File: src/rtl/sprite_compositor.sv
// Sprite compositor: rotated tank textures, square bullets, title/maze backdrops, hit-flash blinking.
// Three-stage pipeline (geometry+ROM address, ROM capture, priority/palette); RGB registered 3 cycles after the pixel.
module sprite_compositor #(
  parameter int NUM_TANKS    = 2,
  parameter int NUM_BULLETS  = 3,
  parameter int SPR_W        = 20,
  parameter int KEY_IDX      = 5,
  parameter int FLASH_FRAMES = 64
) (
  input  logic                       CLK,
  input  logic                       Reset,
  input  logic                       frame_start,
  input  logic                       blank,
  input  logic [9:0]                 DrawX,
  input  logic [9:0]                 DrawY,
  input  logic [1:0]                 mode,
  input  logic [10*NUM_TANKS-1:0]    tank_x,
  input  logic [10*NUM_TANKS-1:0]    tank_y,
  input  logic [8*NUM_TANKS-1:0]     tank_sin,
  input  logic [8*NUM_TANKS-1:0]     tank_cos,
  input  logic [NUM_TANKS-1:0]       tank_shot,
  input  logic [10*NUM_BULLETS-1:0]  bul_x,
  input  logic [10*NUM_BULLETS-1:0]  bul_y,
  input  logic [10*NUM_BULLETS-1:0]  bul_s,
  input  logic [NUM_BULLETS-1:0]     bul_active,
  output logic [9*NUM_TANKS-1:0]     tex_addr,
  input  logic [3*NUM_TANKS-1:0]     tex_idx,
  output logic [18:0]                title_addr,
  input  logic [2:0]                 title_idx,
  output logic [7:0]                 Red,
  output logic [7:0]                 Green,
  output logic [7:0]                 Blue
);

  localparam int NT   = NUM_TANKS;
  localparam int NB   = NUM_BULLETS;
  localparam int HALF = SPR_W / 2;
  // Counter must be at least 4 bits wide so the blink bit exists.
  localparam int CW   = ($clog2(FLASH_FRAMES + 1) < 4) ? 4 : $clog2(FLASH_FRAMES + 1);
  localparam logic signed [19:0] HALF_S = 20'(HALF);
  localparam logic signed [19:0] SPRW_S = 20'(SPR_W);
  localparam logic [2:0]         KEY    = 3'(KEY_IDX);

  function automatic logic [23:0] palette(input logic [2:0] idx);
    case (idx)
      3'd0:    return 24'hFF3131;
      3'd1:    return 24'h312222;
      3'd2:    return 24'h878888;
      3'd3:    return 24'h9B9DAA;
      3'd4:    return 24'hFFEE00;
      3'd5:    return 24'hFF00D6;
      3'd6:    return 24'h000000;
      default: return 24'hFFFFFF;
    endcase
  endfunction

  function automatic logic signed [19:0] ext11(input logic signed [10:0] a);
    return {{9{a[10]}}, a};
  endfunction

  function automatic logic signed [19:0] ext8(input logic [7:0] a);
    return {{12{a[7]}}, a};
  endfunction

  logic [9:0]    sh_tx  [NT];
  logic [9:0]    sh_ty  [NT];
  logic [7:0]    sh_sin [NT];
  logic [7:0]    sh_cos [NT];
  logic [9:0]    sh_bx  [NB];
  logic [9:0]    sh_by  [NB];
  logic [9:0]    sh_bs  [NB];
  logic [NB-1:0] sh_ba;

  always_ff @(posedge CLK or posedge Reset) begin
    if (Reset) begin
      for (int t = 0; t < NT; t++) begin
        sh_tx[t]  <= '0;
        sh_ty[t]  <= '0;
        sh_sin[t] <= '0;
        sh_cos[t] <= '0;
      end
      for (int b = 0; b < NB; b++) begin
        sh_bx[b] <= '0;
        sh_by[b] <= '0;
        sh_bs[b] <= '0;
      end
      sh_ba <= '0;
    end else if (frame_start) begin
      for (int t = 0; t < NT; t++) begin
        sh_tx[t]  <= tank_x[t*10 +: 10];
        sh_ty[t]  <= tank_y[t*10 +: 10];
        sh_sin[t] <= tank_sin[t*8 +: 8];
        sh_cos[t] <= tank_cos[t*8 +: 8];
      end
      for (int b = 0; b < NB; b++) begin
        sh_bx[b] <= bul_x[b*10 +: 10];
        sh_by[b] <= bul_y[b*10 +: 10];
        sh_bs[b] <= bul_s[b*10 +: 10];
      end
      sh_ba <= bul_active;
    end
  end

  // A hit reloads the blink timer; running out of blink time kills the tank until reset.
  logic [CW-1:0] flash_cnt [NT];
  logic [NT-1:0] dead;
  logic [NT-1:0] vis;

  always_ff @(posedge CLK or posedge Reset) begin
    if (Reset) begin
      for (int t = 0; t < NT; t++) flash_cnt[t] <= '0;
      dead <= '0;
    end else begin
      for (int t = 0; t < NT; t++) begin
        if (tank_shot[t]) begin
          flash_cnt[t] <= CW'(FLASH_FRAMES);
        end else if (frame_start && flash_cnt[t] != '0) begin
          flash_cnt[t] <= flash_cnt[t] - CW'(1);
          if (flash_cnt[t] == CW'(1)) dead[t] <= 1'b1;
        end
      end
    end
  end

  always_comb begin
    vis = '0;
    for (int t = 0; t < NT; t++)
      vis[t] = (flash_cnt[t] == '0) ? !dead[t] : flash_cnt[t][3];
  end

  logic [NT-1:0] tank_hit;

  for (genvar t = 0; t < NT; t++) begin : g_tank
    logic signed [10:0] dx, dy;
    logic signed [19:0] sum_x, sum_y, sx, sy;
    logic [8:0]         addr;
    logic               hit;

    always_comb begin
      dx    = $signed({1'b0, DrawX}) - $signed({1'b0, sh_tx[t]});
      dy    = $signed({1'b0, DrawY}) - $signed({1'b0, sh_ty[t]});
      sum_x = ext11(dx) * ext8(sh_cos[t]) + ext11(dy) * ext8(sh_sin[t]);
      sum_y = ext11(dy) * ext8(sh_cos[t]) - ext11(dx) * ext8(sh_sin[t]);
      sx    = sum_x >>> 6;
      sy    = sum_y >>> 6;
      hit   = (sx >= -HALF_S) && (sx < HALF_S) && (sy >= -HALF_S) && (sy < HALF_S);
      addr  = 9'((sy + HALF_S) * SPRW_S + (sx + HALF_S));
    end

    assign tank_hit[t]         = hit;
    assign tex_addr[t*9 +: 9]  = hit ? addr : 9'd0;
  end

  logic [NB-1:0] bul_hit;

  for (genvar b = 0; b < NB; b++) begin : g_bul
    logic signed [11:0] bdx, bdy;
    logic [11:0]        adx, ady;

    always_comb begin
      bdx = $signed({2'b00, DrawX}) - $signed({2'b00, sh_bx[b]});
      bdy = $signed({2'b00, DrawY}) - $signed({2'b00, sh_by[b]});
      adx = bdx[11] ? -bdx : bdx;
      ady = bdy[11] ? -bdy : bdy;
    end

    assign bul_hit[b] = sh_ba[b] && (adx <= {2'b00, sh_bs[b]}) && (ady <= {2'b00, sh_bs[b]});
  end

  assign title_addr = 19'(DrawY) * 19'd640 + 19'(DrawX);

  logic          s1_vld, s2_vld;
  logic [1:0]    s1_mode, s2_mode;
  logic [7:0]    s1_x, s1_y, s2_x, s2_y;
  logic          s1_bul, s2_bul;
  logic [NT-1:0] s1_tank, s2_tank;
  logic [3*NT-1:0] s2_tex;
  logic [2:0]    s2_title;

  always_ff @(posedge CLK or posedge Reset) begin
    if (Reset) begin
      s1_vld   <= 1'b0;
      s1_mode  <= '0;
      s1_x     <= '0;
      s1_y     <= '0;
      s1_bul   <= 1'b0;
      s1_tank  <= '0;
      s2_vld   <= 1'b0;
      s2_mode  <= '0;
      s2_x     <= '0;
      s2_y     <= '0;
      s2_bul   <= 1'b0;
      s2_tank  <= '0;
      s2_tex   <= '0;
      s2_title <= '0;
    end else begin
      s1_vld   <= blank;
      s1_mode  <= mode;
      s1_x     <= DrawX[7:0];
      s1_y     <= DrawY[7:0];
      s1_bul   <= |bul_hit;
      s1_tank  <= tank_hit & vis;
      s2_vld   <= s1_vld;
      s2_mode  <= s1_mode;
      s2_x     <= s1_x;
      s2_y     <= s1_y;
      s2_bul   <= s1_bul;
      s2_tank  <= s1_tank;
      s2_tex   <= tex_idx;
      s2_title <= title_idx;
    end
  end

  logic [23:0] rgb;
  logic        found;

  always_comb begin
    rgb   = '0;
    found = 1'b0;
    if (s2_vld) begin
      case (s2_mode)
        2'd0: rgb = palette(s2_title);
        2'd1: rgb = {s2_x + s2_y, s2_x, s2_y};
        default: begin
          if (s2_bul) begin
            rgb = '0;
          end else begin
            rgb = 24'h555555;
            // Lowest index wins; key-coloured texels fall through to the next tank.
            for (int t = 0; t < NT; t++) begin
              if (!found && s2_tank[t] && s2_tex[t*3 +: 3] != KEY) begin
                rgb   = palette(s2_tex[t*3 +: 3]);
                found = 1'b1;
              end
            end
          end
        end
      endcase
    end
  end

  always_ff @(posedge CLK or posedge Reset) begin
    if (Reset) begin
      Red   <= '0;
      Green <= '0;
      Blue  <= '0;
    end else begin
      Red   <= rgb[23:16];
      Green <= rgb[15:8];
      Blue  <= rgb[7:0];
    end
  end

endmodule

File: config.mk
export PLATFORM = sky130hd
export DESIGN_NAME = sprite_compositor
export DESIGN_NICKNAME = d
export VERILOG_FILES = /design/src/rtl/sprite_compositor.sv
export SDC_FILE = /design/constraint.sdc
export NUM_CORES = 2
export LEC_CHECK = 0
export CAP_MARGIN = 20
export CORE_MARGIN = 1.5
export CORE_UTILIZATION = 50
export DETAILED_ROUTE_END_ITERATION = 8
export PLACE_DENSITY = 0.75
export SLEW_MARGIN = 20
export SYNTH_ARGS = -nofsm -noshare
export SYNTH_HDL_FRONTEND = slang
export SYNTH_SLANG_ARGS = --single-unit
File: constraint.sdc
create_clock -name CLK -period 16.2 [get_ports CLK]
set_input_delay 3.24 -clock CLK [delete_from_list [all_inputs] [get_ports CLK]]
set_output_delay 3.24 -clock CLK [all_outputs]
set_load 0.01 [all_outputs]
==> flow_summary.ini <==
[logic_synthesis]
netlist_area_mm2 = 0.0461
synthDistinctLibCells = 83
synth_flop_cell = dfrtp_1
synthesis.nets = 6525
synth_edf_count = 0
syn_inst = 5106
yosys_warnings = 0
synth_seq_cells = 258
async_flop_share_pct = 100
yosysSeqAreaShare_pct = 14.0
synth_area_per_cell_um2 = 9.03

[placed_design]
port_buffers = 262
hpwl_um = 101000
gp_congestion = 0.942
dpl_cell_area_mm2 = 0.0520

[timing]
worst_clock_skew_ns = 0.0321
whs_ns = 0.323
hold_violations = 0
finalSetupViolations = 0
tightest_slew_ns = 1.21
period_share_pct = 97.8
tns_ns = 0
slew_viol_final = 0
fin_crit_ns = 15.85
max_freq_mhz = 63.1
slew-limit-headroom_pct = 19.6

[die]
core_mm2 = 0.0915
die_w_um = 307
die_h_um = 307
initial_utilization_pct = 50.4
rows = 111
dieArea_mm2 = 0.0940
io_pins = 263

[grt]
first_global_vias = 38100
grt_antenna_before_repair = 4
grt_pass1_wl_um = 201000
grt_overflow = 0
grt_usage_pct = 27.1
grt_max_degree = 116

[detailed_routing]
routedWlPerCell_um = 18.4
firstDrtPassIters = 5
vias_per_cell = 5.30
drt_iter0_drc = 2405
drc = 0
drtAntennaViolNets = 0
wl_um = 125000
vias = 36000

[worst_setup_path]
cp_max_fo = 7
cp_top_family = adder cells
required_ns = 12.96
cp_slowest_cell = fa_1
critPathBufInv = 13
crit_type = in -> out
critPathMaxStageDelay_ns = 0.53
cp_data_arrival_time_ns = 12.61
crit_path_frequent_cell = buf_4
start_kind = primary input
endpoint_kind = output port

[clock_tree]
cts_hold_buf = 0
cts_tree = built
htree_num_levels = 1
clk_latency_ns = 0.65
clk_path_buf_depth = 3
clk_pin_slew_ns = 0.06
cts_made_buffers = 29
clockRootBuffer = clkbuf_16
clock_sinks = 258

[final_layout]
final_nets = 6989
layout-drive-gt1-share_pct = 10.7
fin_util_pct = 58.9
final_area_mm2 = 0.0539
area_growth_pct = 17.0

[worst_hold_path]
worstHoldPathType = reg -> reg

[status]
status = completed

[flow_run]
maxCapViolations = 0
flip-flops by register name, indices dropped and copies added, names as in the netlist, 3 cells and up:
name / flops
sh_ba: 3
sh_by: 30
sh_cos: 16
s2_x: 8
Blue: 8
sh_tx: 20
Green: 8
sh_ty: 20
s1_x: 8
sh_sin: 16
s2_tex: 6
flash_cnt: 14
s2_title: 3
s2_y: 8
sh_bx: 30
sh_bs: 30
s1_y: 8
Red: 8
layout make-up:
type	count	area, um^2
multi-input cells	3598	35600
diodes	4	10.0
clock buffers	32	747
fillers	7788	37600
inverters	1062	3990
flip-flops and latches	258	6460
well taps	1186	1480
clock inverters	22	285
repair buffers	621	5360
what timing repair did:
action | in CTS | in global routing
gates cloned | 0 | 2
buffers inserted | 14 | 17
pin swaps | 38 | 110
resized for setup | 47 | 132
endpoints found under the setup margin | 18 | 18
endpoints found under the hold margin | 0 | 0
cell usage after synthesis (all sizes together) (34+ instances only):
cell	number	area share, %
nor3	45	0.49
nand2b	58	0.79
o21ai	249	2.7
nor2	209	1.7
mux2	50	1.2
xor2	62	1.2
nand3	34	0.37
inv	1061	8.6
ha	478	13
clkbuf	175	1.4
a21o	52	0.85
nor2b	94	1.3
nand2	453	3.7
dfrtp	258	14
and2	367	5.0
xnor2	198	3.8
a21oi	153	1.7
fa	739	32
cells by family (layout without fill, tap and decap cells):
logic type | Yosys count | after routing | share of synthesized area (%)
buf+inv | 1252 | 1737 | 10.3
compound gates | 651 | 652 | 8.74
simple gates | 1412 | 1412 | 15.6
xor+xnor | 260 | 260 | 4.94
flops | 258 | 258 | 14.0
fa+ha+maj | 1217 | 1217 | 45.1
other cells | 0 | 4 | 0
mux | 56 | 57 | 1.35
stage by stage:
stage	instances	setup slack (ns)
6_report	6783	0.352
3_5_place_dp	6692	-0.879
4_1_cts	6760	-0.0208
5_1_grt	6781	-0.0801
2_1_floorplan	5106	0.349
3_3_place_gp	6692	-0.763
routing by layer:
layer	GRT usage, %	routed length [um]
met4	9.72	5290
met2	44.4	57800
met5	0	15
met1	36.9	52900
met3	3.51	8820
final timing paths:
path | startpoint | end | slack (ns) | cells past startpoint
hold / removal | s1_y[4] | s2_y[4] | 0.32 | 0
min in group asynchronous | Reset | flash_cnt[13] | 3.12 | 2
hold reg to reg | s1_y[4] | s2_y[4] | 0.32 | 0
max in group asynchronous | Reset | sh_bs[19] | 11.44 | 3
setup reg to reg | sh_tx[10] | s1_tank[0] | 7.02 | 37
setup / recovery | DrawX[3] | tex_addr[17] | 0.35 | 47
layout by cell type, fill, tap and decap left out, types with 92 or more instances in the layout:
master / Yosys / final
and2_1: 367 / 362
inv_1: 1061 / 1052
ha_1: 478 / 456
xnor2_1: 198 / 191
nor2b_1: 94 / 92
dfrtp_1: 258 / 258
a21oi_1: 152 / 139
buf_4: 7 / 352
o21ai_0: 247 / 225
nand2_1: 453 / 449
clkdlybuf4s50_1: 0 / 255
nor2_1: 209 / 205
fa_1: 739 / 732
Power is left out: the tool's default activity adds up to more than one toggle a clock period on the data nets, which glitch-free logic cannot reach.
